**config.mk**
```make
export PLATFORM = sky130hd
export DESIGN_NAME = lin_conv_stream
export DESIGN_NICKNAME = d
export VERILOG_FILES = /design/src/rtl/lin_conv_stream.sv
export SDC_FILE = /design/constraint.sdc
export NUM_CORES = 1
export LEC_CHECK = 0
export ABC_CLOCK_PERIOD_IN_PS = 9800
export CORE_MARGIN = 1.5
export CORE_UTILIZATION = 61
export CTS_BUF_LIST = sky130_fd_sc_hd__clkbuf_4 sky130_fd_sc_hd__clkbuf_8
export DETAILED_ROUTE_END_ITERATION = 10
export DONT_BUFFER_PORTS = 1
export PLACE_DENSITY = 0.81
export SETUP_SLACK_MARGIN = 0.2
export SYNTH_ARGS = -nofsm -noshare
export SYNTH_HDL_FRONTEND = slang
export SYNTH_SLANG_ARGS = --single-unit
```
**constraint.sdc**
```tcl
create_clock -name clk -period 9.8 [get_ports clk]
set_input_delay 1.96 -clock clk [delete_from_list [all_inputs] [get_ports clk]]
set_output_delay 1.96 -clock clk [all_outputs]
set_load 0.005 [all_outputs]
```
**src/rtl/lin_conv_stream.sv**
```systemverilog
// Streaming linear convolution Y = A * B: load both sequences, then one MAC per cycle per output.
// Define LIN_CONV_SAT_EN to saturate results to OW bits; otherwise results wrap.
module lin_conv_stream #(
   parameter int DW = 16,
   parameter int M  = 6,
   parameter int N  = 8,
   parameter int OW = 32
) (
   input  logic                 clk,
   input  logic                 rst,
   input  logic                 s_valid,
   output logic                 s_ready,
   input  logic                 s_sel,
   input  logic signed [DW-1:0] s_data,
   output logic                 y_valid,
   input  logic                 y_ready,
   output logic signed [OW-1:0] y_data,
   output logic                 y_last,
   output logic                 busy
);

   localparam int AW  = 2*DW + 6;
   localparam int ACW = $clog2(M+1);
   localparam int BCW = $clog2(N+1);
   localparam int AIW = $clog2(M);
   localparam int BIW = $clog2(N);
   localparam int KW  = $clog2(M+N-1);

   localparam logic [ACW-1:0] A_FULL = ACW'(M);
   localparam logic [BCW-1:0] B_FULL = BCW'(N);
   localparam logic [KW-1:0]  K_LAST = KW'(M+N-2);

   typedef enum logic [1:0] {LOAD, CALC, OUT} state_t;

   state_t                state, state_nxt;
   logic [ACW-1:0]        a_cnt;
   logic [BCW-1:0]        b_cnt;
   logic [KW-1:0]         k;
   logic [ACW-1:0]        i;
   logic [ACW-1:0]        hi_k;
   logic signed [AW-1:0]  acc;
   logic signed [2*DW-1:0] prod;
   logic signed [OW-1:0]  y_conv;
   logic                  a_full, b_full, k_last, mac_en;

   logic signed [DW-1:0]  a_mem [M];
   logic signed [DW-1:0]  b_mem [N];

   // First and last A index contributing to output k.
   function automatic logic [ACW-1:0] lo_of(input logic [KW-1:0] kk);
      return (kk >= KW'(N-1)) ? ACW'(kk - KW'(N-1)) : '0;
   endfunction

   function automatic logic [ACW-1:0] hi_of(input logic [KW-1:0] kk);
      return (kk < KW'(M-1)) ? ACW'(kk) : ACW'(M-1);
   endfunction

   assign a_full = (a_cnt == A_FULL);
   assign b_full = (b_cnt == B_FULL);
   assign k_last = (k == K_LAST);
   assign hi_k   = hi_of(k);
   assign mac_en = (state == CALC) && (i <= hi_k);
   assign prod   = a_mem[AIW'(i)] * b_mem[BIW'(k - KW'(i))];

   always_ff @(posedge clk or posedge rst) begin
      if (rst) state <= LOAD;
      else     state <= state_nxt;
   end

   // NOTE: every output of this block gets a default first so no path infers a latch.
   always_comb begin
      state_nxt = state;
      s_ready   = 1'b0;
      y_valid   = 1'b0;
      y_last    = 1'b0;
      busy      = 1'b1;
      unique case (state)
         LOAD: begin
            busy    = 1'b0;
            s_ready = s_sel ? (b_cnt < B_FULL) : (a_cnt < A_FULL);
            if (a_full && b_full) state_nxt = CALC;
         end
         CALC: begin
            if (!mac_en) state_nxt = OUT;
         end
         OUT: begin
            y_valid = 1'b1;
            y_last  = k_last;
            if (y_ready) state_nxt = k_last ? LOAD : CALC;
         end
         default: state_nxt = LOAD;
      endcase
   end

`ifdef LIN_CONV_SAT_EN
   localparam logic signed [AW-1:0] OMAX = $signed({{(AW-OW+1){1'b0}}, {(OW-1){1'b1}}});
   localparam logic signed [AW-1:0] OMIN = $signed({{(AW-OW+1){1'b1}}, {(OW-1){1'b0}}});

   always_comb begin
      y_conv = OW'(acc);
      if (acc > OMAX)      y_conv = OW'(OMAX);
      else if (acc < OMIN) y_conv = OW'(OMIN);
   end
`else
   always_comb begin
      y_conv = acc[OW-1:0];
   end
`endif

   // The extra CALC cycle after the last term registers the converted result into y_data.
   always_ff @(posedge clk or posedge rst) begin
      if (rst) begin
         a_cnt  <= '0;
         b_cnt  <= '0;
         k      <= '0;
         i      <= '0;
         acc    <= '0;
         y_data <= '0;
      end else begin
         unique case (state)
            LOAD: begin
               if (s_valid && s_ready) begin
                  if (s_sel) b_cnt <= b_cnt + BCW'(1);
                  else       a_cnt <= a_cnt + ACW'(1);
               end
               if (a_full && b_full) begin
                  k   <= '0;
                  i   <= '0;
                  acc <= '0;
               end
            end
            CALC: begin
               if (mac_en) begin
                  acc <= acc + $signed({{(AW-2*DW){prod[2*DW-1]}}, prod});
                  i   <= i + ACW'(1);
               end else begin
                  y_data <= y_conv;
               end
            end
            OUT: begin
               if (y_ready) begin
                  acc <= '0;
                  if (k_last) begin
                     a_cnt <= '0;
                     b_cnt <= '0;
                     k     <= '0;
                  end else begin
                     k <= k + KW'(1);
                     i <= lo_of(k + KW'(1));
                  end
               end
            end
            default: ;
         endcase
      end
   end

   // NOTE: sample storage has no reset; the counts alone decide what is valid.
   always_ff @(posedge clk) begin
      if (s_valid && s_ready) begin
         if (s_sel) b_mem[BIW'(b_cnt)] <= s_data;
         else       a_mem[AIW'(a_cnt)] <= s_data;
      end
   end

endmodule

```
==> results by group <==
Status
  – Status: finished, final reports clean

Global routing
  – First-pass GRT wire length: about 83,000 um
  – Grt total ovfl: 0
  – Gr usage total: 28.28%
  – Largest net degree at the start of global routing: 61
  – Vias in the first global route: 16,080
  – Initial antenna violation count: 0

CTS
  – CTS HTree Levels: 2
  – Clk sink count: 304
  – Clk Latency, worst-skew pair: approximately 660 ps
  – Num CTS Buffers: 51
  – Postcts setup bufs: 0
  – Clk root buf: clkbuf_8
  – Longest Clk Path Bufs: 3
  – CTS tree: done
  – Clock slew at reported path FFs: 70 ps

Critical path
  – Worst path max stage delay: 730 ps
  – Worst reg2reg path startpoint: k[0]
  – Worst Path Max Fanout: 30
  – Flop-to-flop setup slack: approximately 760 ps
  – Crit Path Category: reg -> reg
  – Crit path capture type: register
  – Most Frequent Cell on Critical Path: fa_1
  – Worst EP required: 10,340 ps
  – Reg2reg end: acc[31]
  – Slowest CP cell: fa_1
  – Cells on worst reg2reg path: 27
  – Startpoint Class: register
  – CP arrival: 9580 ps

Min path
  – Hold path endpoint: acc[15]
  – Hold_sp: acc[15]
  – Hold path depth: 2
  – Hold Crit Class: reg -> reg

Drt
  – Antenna Violating Nets Remaining: 0
  – Vias: 14,280
  – Drt via density: 5.895
  – DRT Pass-1 Iters: 8
  – WL final: between 50,000 and 60,000 um
  – DRC: 0
  – Wire per inst: 20.74 um
  – Drt initial violations: 1,118

STA
  – Final setup viols: 0
  – Fin Clk Skew: 34.87 ps
  – Max-slew violations: 0
  – Achievable Freq: 110.6 MHz
  – Final WS setup: 759.3 ps
  – Slew Limit Headroom: 29.65%
  – Final hold violation count: 0
  – Period utilisation layout: roughly 90%
  – Final TNS setup: 0 ps
  – RSZ-0062 raised after global routing: no
  – Worst Tran Pin Value: 1055 ps
  – Post-route minimum period: 9041 ps

Yosys
  – Register area share after synthesis: 38.25%
  – Mean post-synth cell area: around 12 um^2
  – Syn nets: 2,308
  – Number of synthesized flops with an enable pin: between 200 and 250
  – Post-synth ARST share: about a quarter
  – Ys Warns: 0
  – Most used flip-flop cell after synthesis: edfxtp_1
  – Mapped cell area: 22,820 um^2
  – Synth unique cells: 65
  – Number of synthesized register bits: a little over 300
  – Post-Syn Instances: 1,880

Finish
  – Finished Core Util: 66.93%
  – Final nets: 2,343
  – Most frequent cells in the layout: 361 x inv_1, 293 x fa_1, 224 x edfxtp_1, 170 x nor2_1, 161 x nand2_1
  – Layout area overhead: 7.638%
  – Non-filler cells, final: 2,423
  – Ant diodes: 0
  – Share of cells above drive strength 1: 11.92%
  – Most common cell after layout, fill and taps aside: inv_1

Die
  – Core Rows: 70
  – Die width: 196.4 um
  – Initial Util: 62.18%
  – IO Count: 57
  – Core area: 36,700 um^2
  – Die Ht: 196.4 um
  – Die area: 38,580 um^2

Place
  – Port bufs: 0
  – Hpwl dp: 36,980 um
  – Worst slack, placed: 656.8 ps
  – Placer Congestion: 0.8937
  – Placed insts: 2,330

Run
  – Max Cap Viol: 0
==> registers in the layout (all words and copies together) (netlist names) <==
| signal | cells |
|---|---|
| i | 3 |
| b_mem | 128 |
| a_cnt | 3 |
| y_data | 32 |
| b_cnt | 4 |
| k | 4 |
| state | 2 |
| a_mem | 96 |
| acc | 32 |
==> synth_stat cells (3+ instances only) <==
library cell	instances	share of area, %
nand2_1	161	2.6
and3_1	5	0.14
o22ai_1	3	0.082
edfxtp_1	224	29
clkbuf_1	26	0.43
mux2_2	43	2.1
fa_1	293	26
nand4b_1	3	0.12
inv_1	362	6.0
nand2b_1	12	0.33
nand4_1	6	0.16
o31ai_1	5	0.16
buf_2	16	0.35
o21bai_1	8	0.26
a21boi_0	3	0.099
o21ai_0	41	0.90
xnor2_1	28	1.1
a211oi_1	9	0.30
o211ai_1	10	0.33
a21o_1	22	0.72
dfrtp_1	80	8.8
nor2_1	172	2.8
or3_1	3	0.082
xor2_1	12	0.46
mux2i_1	27	1.2
nor3_1	9	0.20
mux4_2	47	4.6
a21oi_1	41	0.90
nor4_1	5	0.14
ha_1	114	6.3
a22o_1	5	0.19
nor2b_1	4	0.11
buf_4	8	0.26
nand3_1	11	0.24
buf_1	3	0.049
nand3b_1	3	0.099
and2_1	9	0.25
or2_2	8	0.22
==> area by class of cell <==
| class | count | area, um^2 |
|---|---|---|
| Multi-Input combinational cell | 1161 | 12530 |
| Fill cell | 2537 | 12140 |
| Sequential cell | 304 | 8730 |
| Inverter | 362 | 1361 |
| Clock buffer | 66 | 827.0 |
| Tap cell | 468 | 585.6 |
| Clock inverter | 27 | 265.3 |
| Timing Repair Buffer | 35 | 262.8 |
==> layer usage <==
metal / part of all wire, % / routed length (um) / track usage (%) / vias to the layer above
li1: - / - / - / 6224
met1: 38 / 19260 / 35.69 / 7308
met2: 51 / 25400 / 48.06 / 594
met3: 7.5 / 3762 / 5.784 / 158
met4: 3.7 / 1843 / 11.71 / 0
met5: 0 / 0 / 0 / -
==> through the flow <==
| stage | hold slack [ps] | area [um^2] |
|---|---|---|
| 6_report | 487.3 | 24560 |
| 5_1_grt | 526.4 | 24560 |
| 4_1_cts | 493.5 | 24560 |
| 3_5_place_dp | 479.8 | 23470 |
| 3_3_place_gp | 463.3 | 23470 |
| 2_1_floorplan | 449.8 | 22820 |
==> worst max-delay path, delay by kind of cell, from the launching register on <==
kind | cells | cell delay, ps
compound gates | 6 | 1090
xor+xnor | 1 | 220
fa+ha+maj | 9 | 4190
buf+inv | 7 | 1170
flops | 1 | 430
mux | 2 | 1270
simple gates | 2 | 520
==> what timing repair did <==
item | CTS | global route
hold buffers | 0 | 0
endpoints found under the setup margin | 0 | 1
gates resized for setup | 0 | 1
==> kinds of logic after synthesis <==
logic type	after synthesis	synth area share [%]
buf+inv	415	7.046
simple gates	421	7.934
compound gates	173	5.039
mux	119	8.142
xor+xnor	41	1.634
flops	304	38.25
fa+ha+maj	407	31.96
==> worst max-delay path by stage <==
| stage | from | slack [ps] | cells after the start | end |
|---|---|---|---|---|
| after floorplan | i[1] | 1460 | 27 | acc[31] |
| after global placement | k[0] | 820 | 27 | acc[31] |
| after detailed placement | k[0] | 660 | 27 | acc[31] |
| after CTS | k[0] | 620 | 27 | acc[31] |
| after global routing | k[0] | 250 | 27 | acc[31] |
| final | k[0] | 760 | 27 | acc[31] |
Power is not shown: default switching activity piles up to over one toggle a cycle in this logic, so the estimate is an artifact.
==> variant, RTL diff (same flow settings) <==
Build with the macro `LIN_CONV_SAT_EN` defined.
--- a/src/rtl/lin_conv_stream.sv
+++ b/src/rtl/lin_conv_stream.sv
@@ -1,5 +1,7 @@
 // Streaming linear convolution Y = A * B: load both sequences, then one MAC per cycle per output.
 // Define LIN_CONV_SAT_EN to saturate results to OW bits; otherwise results wrap.
+`define LIN_CONV_SAT_EN
+
 module lin_conv_stream #(
    parameter int DW = 16,
    parameter int M  = 6,
Formal check against the unedited RTL: same outputs for any inputs over 10 cycles, from zero or initial values and one cycle with rst high; that may be too few to reach the edited logic, so the function may still have changed.
==> variant against the original RTL <==
Sequential share of layout area down 1.3 points. Global-route usage up 0.83 points. Synthesized area up 5.7%. Worst setup slack better by 0.098 ns. Cell area up 5.5%. Routed wire length up 10%. Critical path depth down 1. Sequential cell count up 6. Fmax up 1.1%. Utilization down 0.19 points. Via count up 9.5%.
Power is not shown: default switching activity piles up to over one toggle a cycle in this logic, so the estimate is an artifact.
==> variant: results (changes against the original RTL) <==
** Synth
- Async SR Flop Fraction :: 0.277 (+0.0143)
- The area share of fa/ha/maj cells after synthesis is 0.334 (+0.0148).
- Cell types with the highest counts after synthesis :: inv_1 (384), fa_1 (323), edfxtp_1 (224), nand2_1 (224), nor2_1 (200)
- The synthesized netlist cell count was 2082 (+11%).
- The area fraction in compound gates after synthesis was 0.0596 (+0.00919).

** Route
- The violation count after the first detailed-route iteration came to 1125 (+0.63%).
- The total length of routed met2 wires came to 28.6 mm (+12%).
- Detailed-router iteration count before antenna repair :: 5 (-3)
- Wirelength per Cell :: 20.8 um (about the same)

** Layout
- Share of cells above drive strength 1 :: 0.0996 (-0.0196)
- Net total in the final layout :: 2581 (+10%)
- Fill cells :: 2761 (+8.8%)
- In the final layout, the registers with the most flip-flops are b_mem x128, a_mem x96, acc x38.

** Worst setup path
- R2r setup slk :: 0.86 ns (+0.10 ns)
- The largest fanout of any net on the critical path came to 21 (-30%).
- The data arrival time of the critical path is 9.50 ns (-0.08 ns).

** Outcome
- The flow ran to the end, and the final reports show no timing, DRC or antenna violations.

** Timing
- The worst slack on hold paths came to 0.495 ns (+0.00803 ns).
- The setup clock skew after layout is 0.0962 ns (+0.0614 ns).
- The worst max-slew margin expressed relative to the limit was 0.206 (-0.0910).

** Global route
- Vias in the first global route :: 17.3k (+7.9%)
- The global-route wire length before repair was 91.0 mm (+9.7%).
- The pin count of the biggest net entering global routing came to 59 (-3.3%).

** Place
- Placement Cell Area :: 24800 um2 (+5.9%)
- Worst setup slack before clock tree synthesis :: 0.872 ns (+0.215 ns)
- The placed instance count is 2574 (+10%).
## variant: area by class of cell
cell class | instances | area [um2] | share of cell area
Sequential cell | 310 | 8880 | 0.343
Inverter | 390 | 1470 | 0.0565
Timing Repair Buffer | 37 | 278 | 0.0107
Clock buffer | 69 | 843 | 0.0325
Tap cell | 518 | 648 | 0.0250
Multi-Input combinational cell | 1319 | 13600 | 0.524
Clock inverter | 24 | 229 | 0.00884
## variant: worst max-delay path, stage by stage (launching register included)
cell,delay [ns]
dfrtp_1,0.33
buf_4,0.33
inv_1,0.14
fa_1,0.46
xnor3_2,0.54
buf_4,0.39
mux4_2,0.56
mux2_2,0.45
nand2_1,0.19
fa_1,0.44
inv_1,0.22
fa_1,0.49
fa_1,0.58
fa_1,0.43
fa_1,0.48
inv_1,0.05
fa_1,0.47
inv_1,0.04
ha_1,0.37
a21o_1,0.19
a21o_1,0.16
a21oi_1,0.25
nor2_1,0.08
a211oi_1,0.43
nand2_1,0.18
a31o_2,0.26
a221o_1,0.28
## variant: path summary, 6_finish.rpt
path                                startpoint                     end  cells past startpoint
min                        acc[21]$_DFFE_PP0P_  y_data[21]$_DFFE_PP0P_                      2
max                           i[1]$_DFFE_PP0P_     acc[37]$_DFFE_PP0P_                     26
max reg2reg                   i[1]$_DFFE_PP0P_     acc[37]$_DFFE_PP0P_                     26
min in group asynchronous                  rst  y_data[30]$_DFFE_PP0P_                      1
max in group asynchronous                  rst        i[0]$_DFFE_PP0P_                      2
min reg2reg                acc[21]$_DFFE_PP0P_  y_data[21]$_DFFE_PP0P_                      2
## variant: per-layer routing
metal	GRT usage	up-vias
met5	0	-
met4	0.139	0
met3	0.0566	180
met2	0.510	614
met1	0.346	8017
li1	-	6828
